`config.mk`:
```
export PLATFORM = sky130hd
export DESIGN_NAME = velocity_divider
export DESIGN_NICKNAME = d
export VERILOG_FILES = /design/src/rtl/lbm_pkg.sv /design/src/rtl/div_lane.sv /design/src/rtl/velocity_divider.sv
export SDC_FILE = /design/constraint.sdc
export NUM_CORES = 1
export LEC_CHECK = 0
export CAP_MARGIN = 20
export CORE_UTILIZATION = 45
export CTS_BUF_LIST = sky130_fd_sc_hd__clkbuf_2 sky130_fd_sc_hd__clkbuf_4 sky130_fd_sc_hd__clkbuf_8
export DETAILED_ROUTE_END_ITERATION = 16
export PLACE_DENSITY_LB_ADDON = 0.12
export SKIP_CTS_REPAIR_TIMING = 1
export SYNTH_ARGS = -nofsm -noshare
export SYNTH_HDL_FRONTEND = slang
export SYNTH_SLANG_ARGS = --single-unit
```
`constraint.sdc`:
```
create_clock -name Clk -period 3.55 [get_ports Clk]
set_input_delay 1.065 -clock Clk [delete_from_list [all_inputs] [get_ports Clk]]
set_output_delay 1.065 -clock Clk [all_outputs]
set_load 0.02 [all_outputs]
```
`src/rtl/lbm_pkg.sv`:
```
// Shared fixed-point types and constants for the LBM moment/velocity datapath.
// Latency: n/a (types only).
// Backpressure: n/a.
package lbm_pkg;

    localparam int LBM_DATA_WIDTH = 32;
    localparam int LBM_FRAC_BITS  = 16;

    typedef logic signed [LBM_DATA_WIDTH-1:0] fix_t;

    typedef enum logic [1:0] {
        IDLE,
        ITER,
        FIX,
        DONE
    } div_state_t;

    localparam fix_t FIX_MAX = {1'b0, {(LBM_DATA_WIDTH-1){1'b1}}};
    localparam fix_t FIX_MIN = {1'b1, {(LBM_DATA_WIDTH-1){1'b0}}};

endpackage

```
`src/rtl/div_lane.sv`:
```
// Unsigned restoring divider lane: one quotient bit per step.
// Latency: DIV_ITERS steps after load.
// Backpressure: none; advances only while step is high.
module div_lane #(
    parameter int DATA_WIDTH = 32,
    parameter int DIV_ITERS  = 48
) (
    input  logic                  Clk,
    input  logic                  Reset,
    input  logic                  load,
    input  logic                  step,
    input  logic [DIV_ITERS-1:0]  dividend,
    input  logic [DATA_WIDTH-1:0] divisor,
    output logic [DIV_ITERS-1:0]  quotient
);

    logic [DATA_WIDTH:0]   rem_q;
    logic [DIV_ITERS-1:0]  dvd_q;
    logic [DIV_ITERS-1:0]  quo_q;
    logic [DATA_WIDTH+1:0] rem_sh;
    logic [DATA_WIDTH:0]   rem_d;
    logic                  fits;

    // The remainder stays below the divisor, so its top bit only matters
    // transiently after the shift; the compare sees the full shifted value.
    always_comb begin
        rem_sh = {rem_q, dvd_q[DIV_ITERS-1]};
        fits   = (rem_sh >= {2'b00, divisor});
        rem_d  = fits ? (rem_sh[DATA_WIDTH:0] - {1'b0, divisor})
                      : rem_sh[DATA_WIDTH:0];
    end

    always_ff @(posedge Clk or negedge Reset) begin
        if (!Reset) begin
            rem_q <= '0;
            dvd_q <= '0;
            quo_q <= '0;
        end else if (load) begin
            rem_q <= '0;
            dvd_q <= dividend;
            quo_q <= '0;
        end else if (step) begin
            rem_q <= rem_d;
            dvd_q <= {dvd_q[DIV_ITERS-2:0], 1'b0};
            quo_q <= {quo_q[DIV_ITERS-2:0], fits};
        end
    end

    assign quotient = quo_q;

endmodule

```
`src/rtl/velocity_divider.sv`:
```
// Two-lane signed fixed-point divider (ux = pux/p, uy = puy/p) sharing one divisor.
// Latency: div_valid exactly DIV_ITERS+2 cycles after the accepting edge.
// Backpressure: none; div_start outside IDLE is dropped, not queued.
module velocity_divider
    import lbm_pkg::*;
#(
    parameter int DATA_WIDTH = LBM_DATA_WIDTH,
    parameter int FRAC_BITS  = LBM_FRAC_BITS,
    parameter int DIV_ITERS  = DATA_WIDTH + FRAC_BITS
) (
    input  logic                  Clk,
    input  logic                  Reset,
    input  logic                  div_start,
    input  logic [DATA_WIDTH-1:0] p_in,
    input  logic [DATA_WIDTH-1:0] pux_in,
    input  logic [DATA_WIDTH-1:0] puy_in,
    output logic [DATA_WIDTH-1:0] ux_out,
    output logic [DATA_WIDTH-1:0] uy_out,
    output logic                  div_valid,
    output logic                  busy,
    output logic                  div_by_zero,
    output logic                  overflow
);

    localparam int CNT_W = $clog2(DIV_ITERS);
    localparam logic [DATA_WIDTH-1:0] SAT_POS = {1'b0, {(DATA_WIDTH-1){1'b1}}};
    localparam logic [DATA_WIDTH-1:0] SAT_NEG = {1'b1, {(DATA_WIDTH-1){1'b0}}};

    // 0x800..0 maps to 2^(W-1), still representable when read as unsigned.
    function automatic logic [DATA_WIDTH-1:0] magnitude(input logic [DATA_WIDTH-1:0] v);
        return v[DATA_WIDTH-1] ? -v : v;
    endfunction

    function automatic logic [DATA_WIDTH-1:0] finish_lane(
        input logic [DIV_ITERS-1:0] q,
        input logic                 num_neg,
        input logic                 num_zero,
        input logic                 res_neg,
        input logic                 den_zero
    );
        logic [DATA_WIDTH-1:0] q_lo;
        q_lo = q[DATA_WIDTH-1:0];
        if (den_zero)
            return num_zero ? '0 : (num_neg ? SAT_NEG : SAT_POS);
        if (|q[DIV_ITERS-1:DATA_WIDTH-1])
            return res_neg ? SAT_NEG : SAT_POS;
        return res_neg ? -q_lo : q_lo;
    endfunction

    div_state_t            state_q, state_d;
    logic [CNT_W-1:0]      cnt_q;
    logic [DATA_WIDTH-1:0] den_q;
    logic                  den_neg_q, x_neg_q, y_neg_q, x_zero_q, y_zero_q;
    logic [DIV_ITERS-1:0]  dvd_x, dvd_y, quo_x, quo_y;
    logic [DATA_WIDTH-1:0] res_x, res_y;
    logic                  accept, den_zero, sat_x, sat_y;

    assign accept   = (state_q == IDLE) && div_start;
    assign den_zero = (den_q == '0);
    assign busy     = (state_q == ITER) || (state_q == FIX);

    assign dvd_x = DIV_ITERS'({magnitude(pux_in), {FRAC_BITS{1'b0}}});
    assign dvd_y = DIV_ITERS'({magnitude(puy_in), {FRAC_BITS{1'b0}}});

    div_lane #(.DATA_WIDTH(DATA_WIDTH), .DIV_ITERS(DIV_ITERS)) u_lane_x (
        .Clk      (Clk),
        .Reset    (Reset),
        .load     (accept),
        .step     (state_q == ITER),
        .dividend (dvd_x),
        .divisor  (den_q),
        .quotient (quo_x)
    );

    div_lane #(.DATA_WIDTH(DATA_WIDTH), .DIV_ITERS(DIV_ITERS)) u_lane_y (
        .Clk      (Clk),
        .Reset    (Reset),
        .load     (accept),
        .step     (state_q == ITER),
        .dividend (dvd_y),
        .divisor  (den_q),
        .quotient (quo_y)
    );

    always_comb begin
        sat_x = |quo_x[DIV_ITERS-1:DATA_WIDTH-1];
        sat_y = |quo_y[DIV_ITERS-1:DATA_WIDTH-1];
        res_x = finish_lane(quo_x, x_neg_q, x_zero_q, x_neg_q ^ den_neg_q, den_zero);
        res_y = finish_lane(quo_y, y_neg_q, y_zero_q, y_neg_q ^ den_neg_q, den_zero);
    end

    always_comb begin
        state_d = state_q;
        case (state_q)
            IDLE:    if (div_start) state_d = ITER;
            ITER:    if (cnt_q == '0) state_d = FIX;
            FIX:     state_d = DONE;
            DONE:    state_d = IDLE;
            default: state_d = IDLE;
        endcase
    end

    always_ff @(posedge Clk or negedge Reset) begin
        if (!Reset) state_q <= IDLE;
        else        state_q <= state_d;
    end

    // A zero divisor still walks the full count so latency never varies.
    always_ff @(posedge Clk or negedge Reset) begin
        if (!Reset) begin
            cnt_q     <= '0;
            den_q     <= '0;
            den_neg_q <= 1'b0;
            x_neg_q   <= 1'b0;
            y_neg_q   <= 1'b0;
            x_zero_q  <= 1'b0;
            y_zero_q  <= 1'b0;
        end else if (accept) begin
            cnt_q     <= CNT_W'(DIV_ITERS - 1);
            den_q     <= magnitude(p_in);
            den_neg_q <= p_in[DATA_WIDTH-1];
            x_neg_q   <= pux_in[DATA_WIDTH-1];
            y_neg_q   <= puy_in[DATA_WIDTH-1];
            x_zero_q  <= (pux_in == '0);
            y_zero_q  <= (puy_in == '0);
        end else if ((state_q == ITER) && (cnt_q != '0)) begin
            cnt_q <= cnt_q - CNT_W'(1);
        end
    end

    always_ff @(posedge Clk or negedge Reset) begin
        if (!Reset) begin
            ux_out      <= '0;
            uy_out      <= '0;
            div_valid   <= 1'b0;
            div_by_zero <= 1'b0;
            overflow    <= 1'b0;
        end else begin
            div_valid <= (state_q == DONE);
            if (state_q == DONE) begin
                ux_out <= res_x;
                uy_out <= res_y;
            end
            if (accept) begin
                div_by_zero <= 1'b0;
                overflow    <= 1'b0;
            end else if (state_q == FIX) begin
                div_by_zero <= den_zero;
                overflow    <= !den_zero && (sat_x || sat_y);
            end
        end
    end

endmodule

```
== Yosys cells after proc, flatten, opt, wreduce, memory -nomap -nowiden ==
Cells that the tools add are included.

* Logic and storage cells: 101
* Input port bits: 99
* Output and inout bits: 68
* Flip-flop bits (word level): 370

* Reductions and logical operators: 18
* $add $sub $neg: 8
* Equality and inequality tests: 5
* Order comparisons: 2
* Bitwise operators: 2
* Muxes and demuxes: 47

{| class="wikitable"
|+ Operators by type and width
! operator !! count
|-
| 32-bit 2-to-1 mux || 19
|-
| 48-bit 2-to-1 mux || 8
|-
| 33-bit 2-to-1 mux || 6
|-
| 32-bit negator || 5
|-
| 32-bit zero test || 3
|-
| 34-bit by 32-bit greater-or-equal comparator with 1-bit output || 2
|-
| 33-bit by 32-bit subtractor with 33-bit output || 2
|-
| 17-bit OR reduction || 2
|-
| 6-bit 2-to-1 mux || 2
|-
| 1-bit 2-to-1 mux || 9
|-
| 2-bit case mux with 4 select lines || 1
|-
| 6-bit zero test || 1
|-
| 2-bit nonzero test || 3
|-
| 6-bit nonzero test || 1
|-
| 6-bit by 1-bit subtractor with 6-bit output (second input constant) || 1
|-
| 2-bit equality test (second input constant) || 2
|-
| 2-bit 2-to-1 mux || 2
|-
| 2-bit inequality test (second input constant) || 2
|-
| 1-bit logical AND || 3
|-
| 2-bit by 1-bit equality test with 1-bit output (second input constant) || 1
|-
| 2-bit zero test || 1
|-
| 1-bit logical OR || 2
|-
| 2-bit AND reduction || 1
|-
| 1-bit bitwise XOR || 2
|-
| 1-bit zero test || 1
|}

== Logic depth before layout (Yosys ltp) ==
Gate-level depths: netlist (run 1).

* Depth after elaboration: 6
* Depth in mapped cells: 13
* Mapped depth without buffers: 12

== Hierarchy ==
Synthesis (run 1) repeated with hierarchy kept, for this count alone.

* Cell total of the unflattened synthesis: 2726
* Area, all modules: 23944.2 µm²

{| class="wikitable"
|+ By module, submodules not included
! module !! sequential area each (µm²) !! times used !! cells an instance !! area an instance (µm²)
|-
| velocity_divider || 2802.7 || 1 || 1052 || 8546.9
|-
| div_lane (u_lane_x) || 3228.1 || 1 || 862 || 7788.7
|-
| div_lane (u_lane_y) || 3228.1 || 1 || 812 || 7608.5
|}

== Worst setup path before layout (run 1) ==
OpenSTA, ideal clock, no wires.

* Kind: in2reg
* From: input pux_in[8]
* To: register u_lane_x.dvd_q[41]
* Library setup time: 0.137 ns
* Stages on the path: 9
* Setup slack: -0.425 ns
* Data arrival time: 3.838 ns
* Required time: 3.413 ns
* Path through: or4_4 > or3_1 > or3_1 > or2_1 > or4_4 > or4_4 > o41ai_4 > xor2_1 > a21oi_1

* Word-level cells in the longest chain between the ends: 3

{| class="wikitable"
|+ RTL lines
! element !! RTL line !! RTL
|-
| from (decl) || velocity_divider.sv:15 || <nowiki>input logic [DATA_WIDTH-1:0] pux_in,</nowiki>
|-
| 32-bit negator || velocity_divider.sv:31 || <nowiki>return v[DATA_WIDTH-1] ? -v : v;</nowiki>
|-
| 32-bit 2-to-1 mux || velocity_divider.sv:31 ||
|-
| 48-bit 2-to-1 mux || div_lane.sv:38 || <nowiki>end else if (load) begin</nowiki>
|-
| to (signal assigned) || div_lane.sv:40 || <nowiki>dvd_q <= dividend;</nowiki>
|-
| to (signal assigned) || div_lane.sv:44 || <nowiki>dvd_q <= {dvd_q[DIV_ITERS-2:0], 1'b0};</nowiki>
|-
| to (decl) || div_lane.sv:18 || <nowiki>logic [DIV_ITERS-1:0] dvd_q;</nowiki>
|}

Every way passes these cells.
A chain may end at the register's enable or synchronous reset.

== Worst setup path after layout (run 1) ==
* From: input pux_in[6]
* To: register u_lane_x.dvd_q[41]

The elaborated chain is that of the path after synthesis.

==> results of run 1 <==
[layer usage]
metal | GRT usage, % | vias up | share of wire, %
li1 | - | 9761 | -
met1 | 32.1 | 9422 | 47
met3 | 3.11 | 86 | 3.8
met2 | 40.5 | 422 | 48
met4 | 6.92 | 0 | 2.0
met5 | 0 | - | 0
[registers in the layout (all words and copies together), names as in the netlist, 2 cells and up]
signal             count
cnt_q                  6
den_q                 32
state_q                2
u_lane_x.dvd_q        32
u_lane_x.quotient     48
u_lane_x.rem_q        33
u_lane_y.dvd_q        32
u_lane_y.quotient     48
u_lane_y.rem_q        33
ux_out                32
uy_out                32
[cells by family (layout without fill, tap and decap cells)]
group,Yosys count,count (layout)
compound gates,746,746
xor+xnor,151,151
fa+ha+maj,78,78
buf+inv,235,493
flops,338,338
mux,174,174
other cells,0,1
simple gates,884,884
[worst register-to-register path: stages (launching register included)]
cell      delay (ns)
dfrtp_1         0.35
inv_1           0.10
ha_1            0.23
fa_1            0.41
nand2b_1        0.19
a211oi_1        0.26
nor2_1          0.11
buf_4           0.16
a21oi_1         0.28
o22ai_1         0.22
buf_4           0.19
o21bai_1        0.29
a21boi_0        0.18
xor2_1          0.16
o21ai_0         0.14
[power by group through the flow]
stage	Clock [W]	Combinational, W	Sequential, W
after floorplan	0	0.000140	0.00392
after global routing	0.00439	0.000498	0.00385
after detailed placement	0	0.000457	0.00392
after global placement	0	0.000452	0.00392
after CTS	0.00423	0.000458	0.00385
final	0.00410	0.000448	0.00385
[cell usage after synthesis (all sizes together) (6+ instances only)]
master  number  area share (%)
or2         10            0.29
clkbuf     140             2.4
nor2b       14            0.40
o31ai       35             1.2
nor2       302             5.2
o41ai       17            0.80
o21ai      275             6.3
or4         24            0.87
nand4       19            0.54
mux2i      173             7.9
inv         74             1.3
nor3        50             1.1
a21o        27            0.93
buf         21            0.39
o22a         7            0.28
nor4        35             1.0
a31oi       48             1.4
o211ai      11            0.38
nand2b      21            0.60
xor2        55             2.2
and2        14            0.40
a211oi      31             1.1
or3         28            0.80
dfrtp      338              39
o22ai        6            0.17
and3        12            0.34
ha          76             4.3
a21oi      208             4.8
nand3       56             1.3
o21bai      10            0.34
nand2      282             4.8
nand3b       8            0.27
o311ai      23            0.92
xnor2       96             3.8
o21a         8            0.27
[through the flow]
stage	hold slack (ns)	instance area, um2	utilization, %	worst slack, ns	cells
after floorplan	0.469	21900	-	-0.425	2606
after global placement	0.471	25000	52.3	-0.908	3366
after detailed placement	0.477	25000	52.3	-0.946	3366
after CTS	0.430	26400	55.2	-0.237	3478
after global routing	0.483	26400	55.3	-0.131	3480
final	0.441	26400	55.3	-0.0845	3480
[layout make-up]
cell class,count,area [um2]
multi-input combinational,2033,12700
clock inverter,13,171
antenna,1,2.50
tap,615,769
sequential,338,8460
fill,4456,21400
timing repair buffer,307,2890
inverter,74,278
clock buffer,99,1210
[final timing paths]
kind                                                start                             end
setup / recovery                                pux_in[6]  u_lane_x.dvd_q[41]$_DFFE_PN0P_
hold / removal                                      Reset          ux_out[15]$_DFFE_PN0P_
setup reg to reg           u_lane_x.dvd_q[47]$_DFFE_PN0P_  u_lane_x.rem_q[30]$_DFFE_PN0P_
hold reg to reg                    uy_out[16]$_DFFE_PN0P_          uy_out[16]$_DFFE_PN0P_
max in group asynchronous                           Reset           uy_out[0]$_DFFE_PN0P_
min in group Clk                   uy_out[16]$_DFFE_PN0P_          uy_out[16]$_DFFE_PN0P_
==> flow_summary.json, run 1 <==
{
  "placeableCoreArea_um2": 47800,
  "crit_start_category": "input pin",
  "layout-area-overhead-vs-synth_pct": 20.7,
  "total_global_routing_track_utilization_pct": 24.0,
  "power.net_switching_w": 0.00190,
  "final_net_count": 2991,
  "critical_path.endpoint_type": "register",
  "switching_share_pct": 22.6,
  "synth_area_um2": 21900,
  "cp_num_cells": 10,
  "run_status": "finished with violations",
  "p_int_w": 0.00650,
  "worst_r2r_path_depth": 14,
  "drc": 0,
  "route.detailed.vias_per_inst": 5.66,
  "post-route-min-period_ns": 3.63,
  "clock_input_transition_at_the_sequential_cells_of_the_worst_setup_and_hold_paths_ns": 0.06,
  "finalMaxSlewViolations": 0,
  "crit_buf_inv": 1,
  "synth_simple_gate_area_share_pct": 18.3,
  "synthesis.yosys.warnings": 0,
  "clock_latency_ns": 0.67,
  "synth-main-ff-cell": "dfrtp_1",
  "die_x_um": 223,
  "grt_antenna_before_repair": 1,
  "grt_start_max_net_pins": 92,
  "ctsLongestPathBuffers": 3,
  "reg2reg_setup_slack_ns": 0.23,
  "num_vias": 19691,
  "crit_arrival_ns": 4.15,
  "dominant_combinational_cell_family_by_area_after_synthesis": "compound AO/OA/AOI/OAI gates",
  "synth_edf_count": 0,
  "worst_setup_skew_after_layout_ns": 0.0323,
  "synth_compound_area_share_pct": 20.5,
  "dp_hpwl_um": 43600,
  "timing_worst_slew_pin_value_ns": 1.08,
  "io_buffer_count": 166,
  "cts_tree": "done",
  "start_util_pct": 45.8,
  "drtPass1Iterations": 7,
  "pwr-share-clk_pct": 48.8,
  "clock_tree.htree_level_count": 2,
  "synthMuxAreaShare_pct": 7.96,
  "die-height_um": 223,
  "failed_checks": "setup timing",
  "path_max_fanout": 5,
  "syn_nets": 2783,
  "die-area_um2": 49600,
  "crit_chain": "buf_6, or4_4, or3_4, or3_1, or2_1, or4_4, or4_4, o41ai_4, xor2_1, a21oi_1",
  "max-cap-violations": 0,
  "p_total_w": 0.00841,
  "dr.first_iter.drc_count": 1158,
  "clock.fmax_mhz": 275,
  "hold_viol": 0,
  "p_per_area_nw_per_um2": 318,
  "cts_num_sinks": 338,
  "syn-instance-count": 2606,
  "ir_worst_vdd_mv": 0.250,
  "timing.final.crit_share_pct": 102,
  "timing.max_slew.rel_slack_pct": 27.9,
  "p_comb_share_pct": 5.3,
  "syn_area_per_cell_um2": 8.41,
  "setup_total_negative_slack_ns": -0.107,
  "p_leak_nw": 12.4,
  "synth_seq_cells": 338,
  "layout_common_cells": "338 x dfrtp_1, 302 x nor2_1, 281 x nand2_1",
  "cp_slowest_stage_delay_ns": 0.57,
  "pwr-share-seq_pct": 45.9,
  "first_global_vias": 19039,
  "routed_wl_per_cell_um": 17.1,
  "timing.setup.critical_path_class": "in -> reg",
  "critical_path.slowest_cell": "or4_4",
  "cp_common_cell": "or4_4",
  "cp_data_required_time_ns": 4.07,
  "yosysSeqAreaShare_pct": 38.6,
  "async_reset_ff_share_pct": 100,
  "synth-adder-area-share_pct": 4.52,
  "setup_viol": 2,
  "layout_commonest_cell": "dfrtp_1",
  "placement_rows": 80,
  "synth_cell_types": 70,
  "totalWireLength_um": 59500,
  "cts_buffers": 60,
  "hold_path_class": "in -> async",
  "final_layout_size_suffix_gt1_share_pct": 10.4,
  "cts_root_buffer": "clkbuf_8",
  "rsz0062_at_grt": "true",
  "globalplace.congestion": 0.925,
  "final_ant_viol_nets": 0,
  "worst_path_dominant_cell_family": "simple AND/OR/NAND/NOR gates",
  "grt_overflow": 0,
  "grt_pass1_wl_um": 98400,
  "yosys.area_share.xor_xnor_pct": 6.04,
  "post-route-worst-setup-slack_ns": -0.0845,
  "io_pins": 167
}
No activity file was read; power rests on OpenSTA's default activity.
==> run 2: changes to the inputs <==
--- a/config.mk
+++ b/config.mk
@@ -14,3 +14,4 @@
 export SYNTH_ARGS = -nofsm -noshare
 export SYNTH_HDL_FRONTEND = slang
 export SYNTH_SLANG_ARGS = --single-unit
+export TNS_END_PERCENT = 20
==> run 2 against run 1 <==
Compared with the run above:
- highest routed layer unchanged
- register-to-register slack hardly changed
- setup slack worse by 0.10 ns
- critical endpoint is now u_lane_x.dvd_q[45]$_DFFE_PN0P_
- via count is 0.15% higher
- sequential power hardly changed
- worst hold slack worse by 0.11 ns
- the flow still finishes with violations (setup timing)
==> flow_summary.json, run 2 (synthesis results as in run 1) <==
{
  "run_status": "finished with violations",
  "failed_checks": "setup timing",
  "timing.final.crit_share_pct": 105,
  "final_net_count": 2988,
  "finalMaxSlewViolations": 0,
  "drc": 0,
  "timing.critical_path.from": "pux_in[7]",
  "dr.first_iter.drc_count": 1242,
  "routed_wl_per_cell_um": 17.2,
  "detailed_place.area_um2": 25000,
  "start_util_pct": 45.8,
  "placement_rows": 80,
  "path_max_fanout": 5,
  "clock_input_transition_at_the_sequential_cells_of_the_worst_setup_and_hold_paths_ns": 0.06,
  "antenna_cells_inserted": 0,
  "setup_viol": 5,
  "layout_commonest_cell": "dfrtp_1",
  "dp_hpwl_um": 43600,
  "p_leak_nw": 12.3,
  "cp_data_required_time_ns": 4.04,
  "globalplace.congestion": 0.914,
  "timing_worst_slew_pin_value_ns": 1.07,
  "hold_viol": 0,
  "layout-area-overhead-vs-synth_pct": 20.9,
  "ctsLongestPathBuffers": 3,
  "fill_cells": 4482,
  "die-area_um2": 49600,
  "critical_path.endpoint_type": "register",
  "route.detailed.vias_per_inst": 5.67,
  "worst_setup_skew_after_layout_ns": 0.0413,
  "first_global_vias": 19075,
  "die-height_um": 223,
  "grt_antenna_before_repair": 0,
  "placed_cells": 3357,
  "crit_arrival_ns": 4.23,
  "final_layout_size_suffix_gt1_share_pct": 10.3,
  "io_buffer_count": 166,
  "post-route-min-period_ns": 3.74,
  "cts_buffers": 66,
  "timing.max_slew.rel_slack_pct": 28.4,
  "p_per_area_nw_per_um2": 322,
  "final_ant_viol_nets": 0,
  "grt_overflow": 0,
  "instances_no_fill": 3478,
  "grt_pass1_wl_um": 97600,
  "drtPass1Iterations": 6,
  "clock_latency_ns": 0.66,
  "die_x_um": 223,
  "grt_start_max_net_pins": 85,
  "post-route-worst-setup-slack_ns": -0.187,
  "crit_start_category": "input pin",
  "layout_common_cells": "338 x dfrtp_1, 302 x nor2_1, 281 x nand2_1",
  "max-cap-violations": 0,
  "cts_num_sinks": 338,
  "rsz0062_at_grt": "true",
  "hold_path_class": "in -> async",
  "num_vias": 19720,
  "totalWireLength_um": 59700,
  "io_pins": 167,
  "total_global_routing_track_utilization_pct": 24.0,
  "design_area_um2": 26500,
  "cts_tree": "done",
  "placeableCoreArea_um2": 47800,
  "clock.fmax_mhz": 268,
  "clock_tree.htree_level_count": 3,
  "ir_worst_vdd_mv": 0.327,
  "r2r_start": "u_lane_x.dvd_q[47]$_DFFE_PN0P_",
  "cts_root_buffer": "clkbuf_8",
  "timing.setup.critical_path_class": "in -> reg"
}
[run 2: changes by cell type in the layout (fill, tap and decap cells not counted), sizes merged]
cell / before / now
diode: 1 / 0
dlymetal6s2s: 4 / 5
inv: 75 / 76
clkinvlp: 0 / 4
buf: 143 / 134
clkbuf: 101 / 106
clkinv: 8 / 6
bufinv: 4 / 3
[run 2: routing by layer]
| metal | part of all wire [%] | track usage (%) | routed length [um] |
|---|---|---|---|
| met1 | 46 | 31.9 | 27500 |
| met5 | 0 | 0 | 0 |
| met4 | 2.2 | 7.01 | 1320 |
| met3 | 3.8 | 3.58 | 2280 |
| met2 | 48 | 40.4 | 28500 |
[run 2: path summary, 6_finish.rpt]
path	end	slack (ns)	cells after the start
hold reg to reg	uy_out[2]$_DFFE_PN0P_	0.49	2
setup / recovery	u_lane_x.dvd_q[45]$_DFFE_PN0P_	-0.19	10
setup reg to reg	u_lane_x.rem_q[23]$_DFFE_PN0P_	0.22	13
min in group Clk	uy_out[2]$_DFFE_PN0P_	0.49	2
max in group asynchronous	u_lane_y.quotient[12]$_DFFE_PN0P_	2.46	2
hold / removal	ux_out[11]$_DFFE_PN0P_	0.33	1
[run 2: cell type report]
type	instances	area [um2]	share of cell area, %
clock inverters	15	170	0.642
inverters	74	278	1.05
well taps	615	769	2.91
flip-flops and latches	338	8460	31.9
repair buffers	298	2870	10.8
multi-input cells	2033	12700	47.8
clock buffers	105	1280	4.84
[run 2: worst max-delay path, cell delays in order]
cell and delay (ns):
buf_6 0.09, or4_4 0.52, or3_4 0.38, or3_1 0.32, or2_1 0.25, or4_4 0.54, or4_4 0.57, o31ai_4 0.25
xor2_1 0.16, a21oi_1 0.08
[run 2: through the flow]
| step | hold slack (ns) | worst slack [ns] | power [W] | utilization [%] | setup TNS [ns] |
|---|---|---|---|---|---|
| after floorplan | 0.469 | -0.425 | 0.00406 | - | -3.06 |
| after global routing | 0.326 | -0.253 | 0.00889 | 55.4 | -0.953 |
| after global placement | 0.468 | -0.904 | 0.00437 | 52.2 | -11.99 |
| final | 0.332 | -0.187 | 0.00854 | 55.4 | -0.629 |
| after CTS | 0.309 | -0.263 | 0.00867 | 55.2 | -1.65 |
| after detailed placement | 0.480 | -0.945 | 0.00437 | 52.2 | -12.75 |
[run 2: report_power, final]
group / switching [W] / internal (W)
Clock: 0.00172 / 0.00252
Combinational: 0.000229 / 0.000215
Sequential: 0 / 0.00386
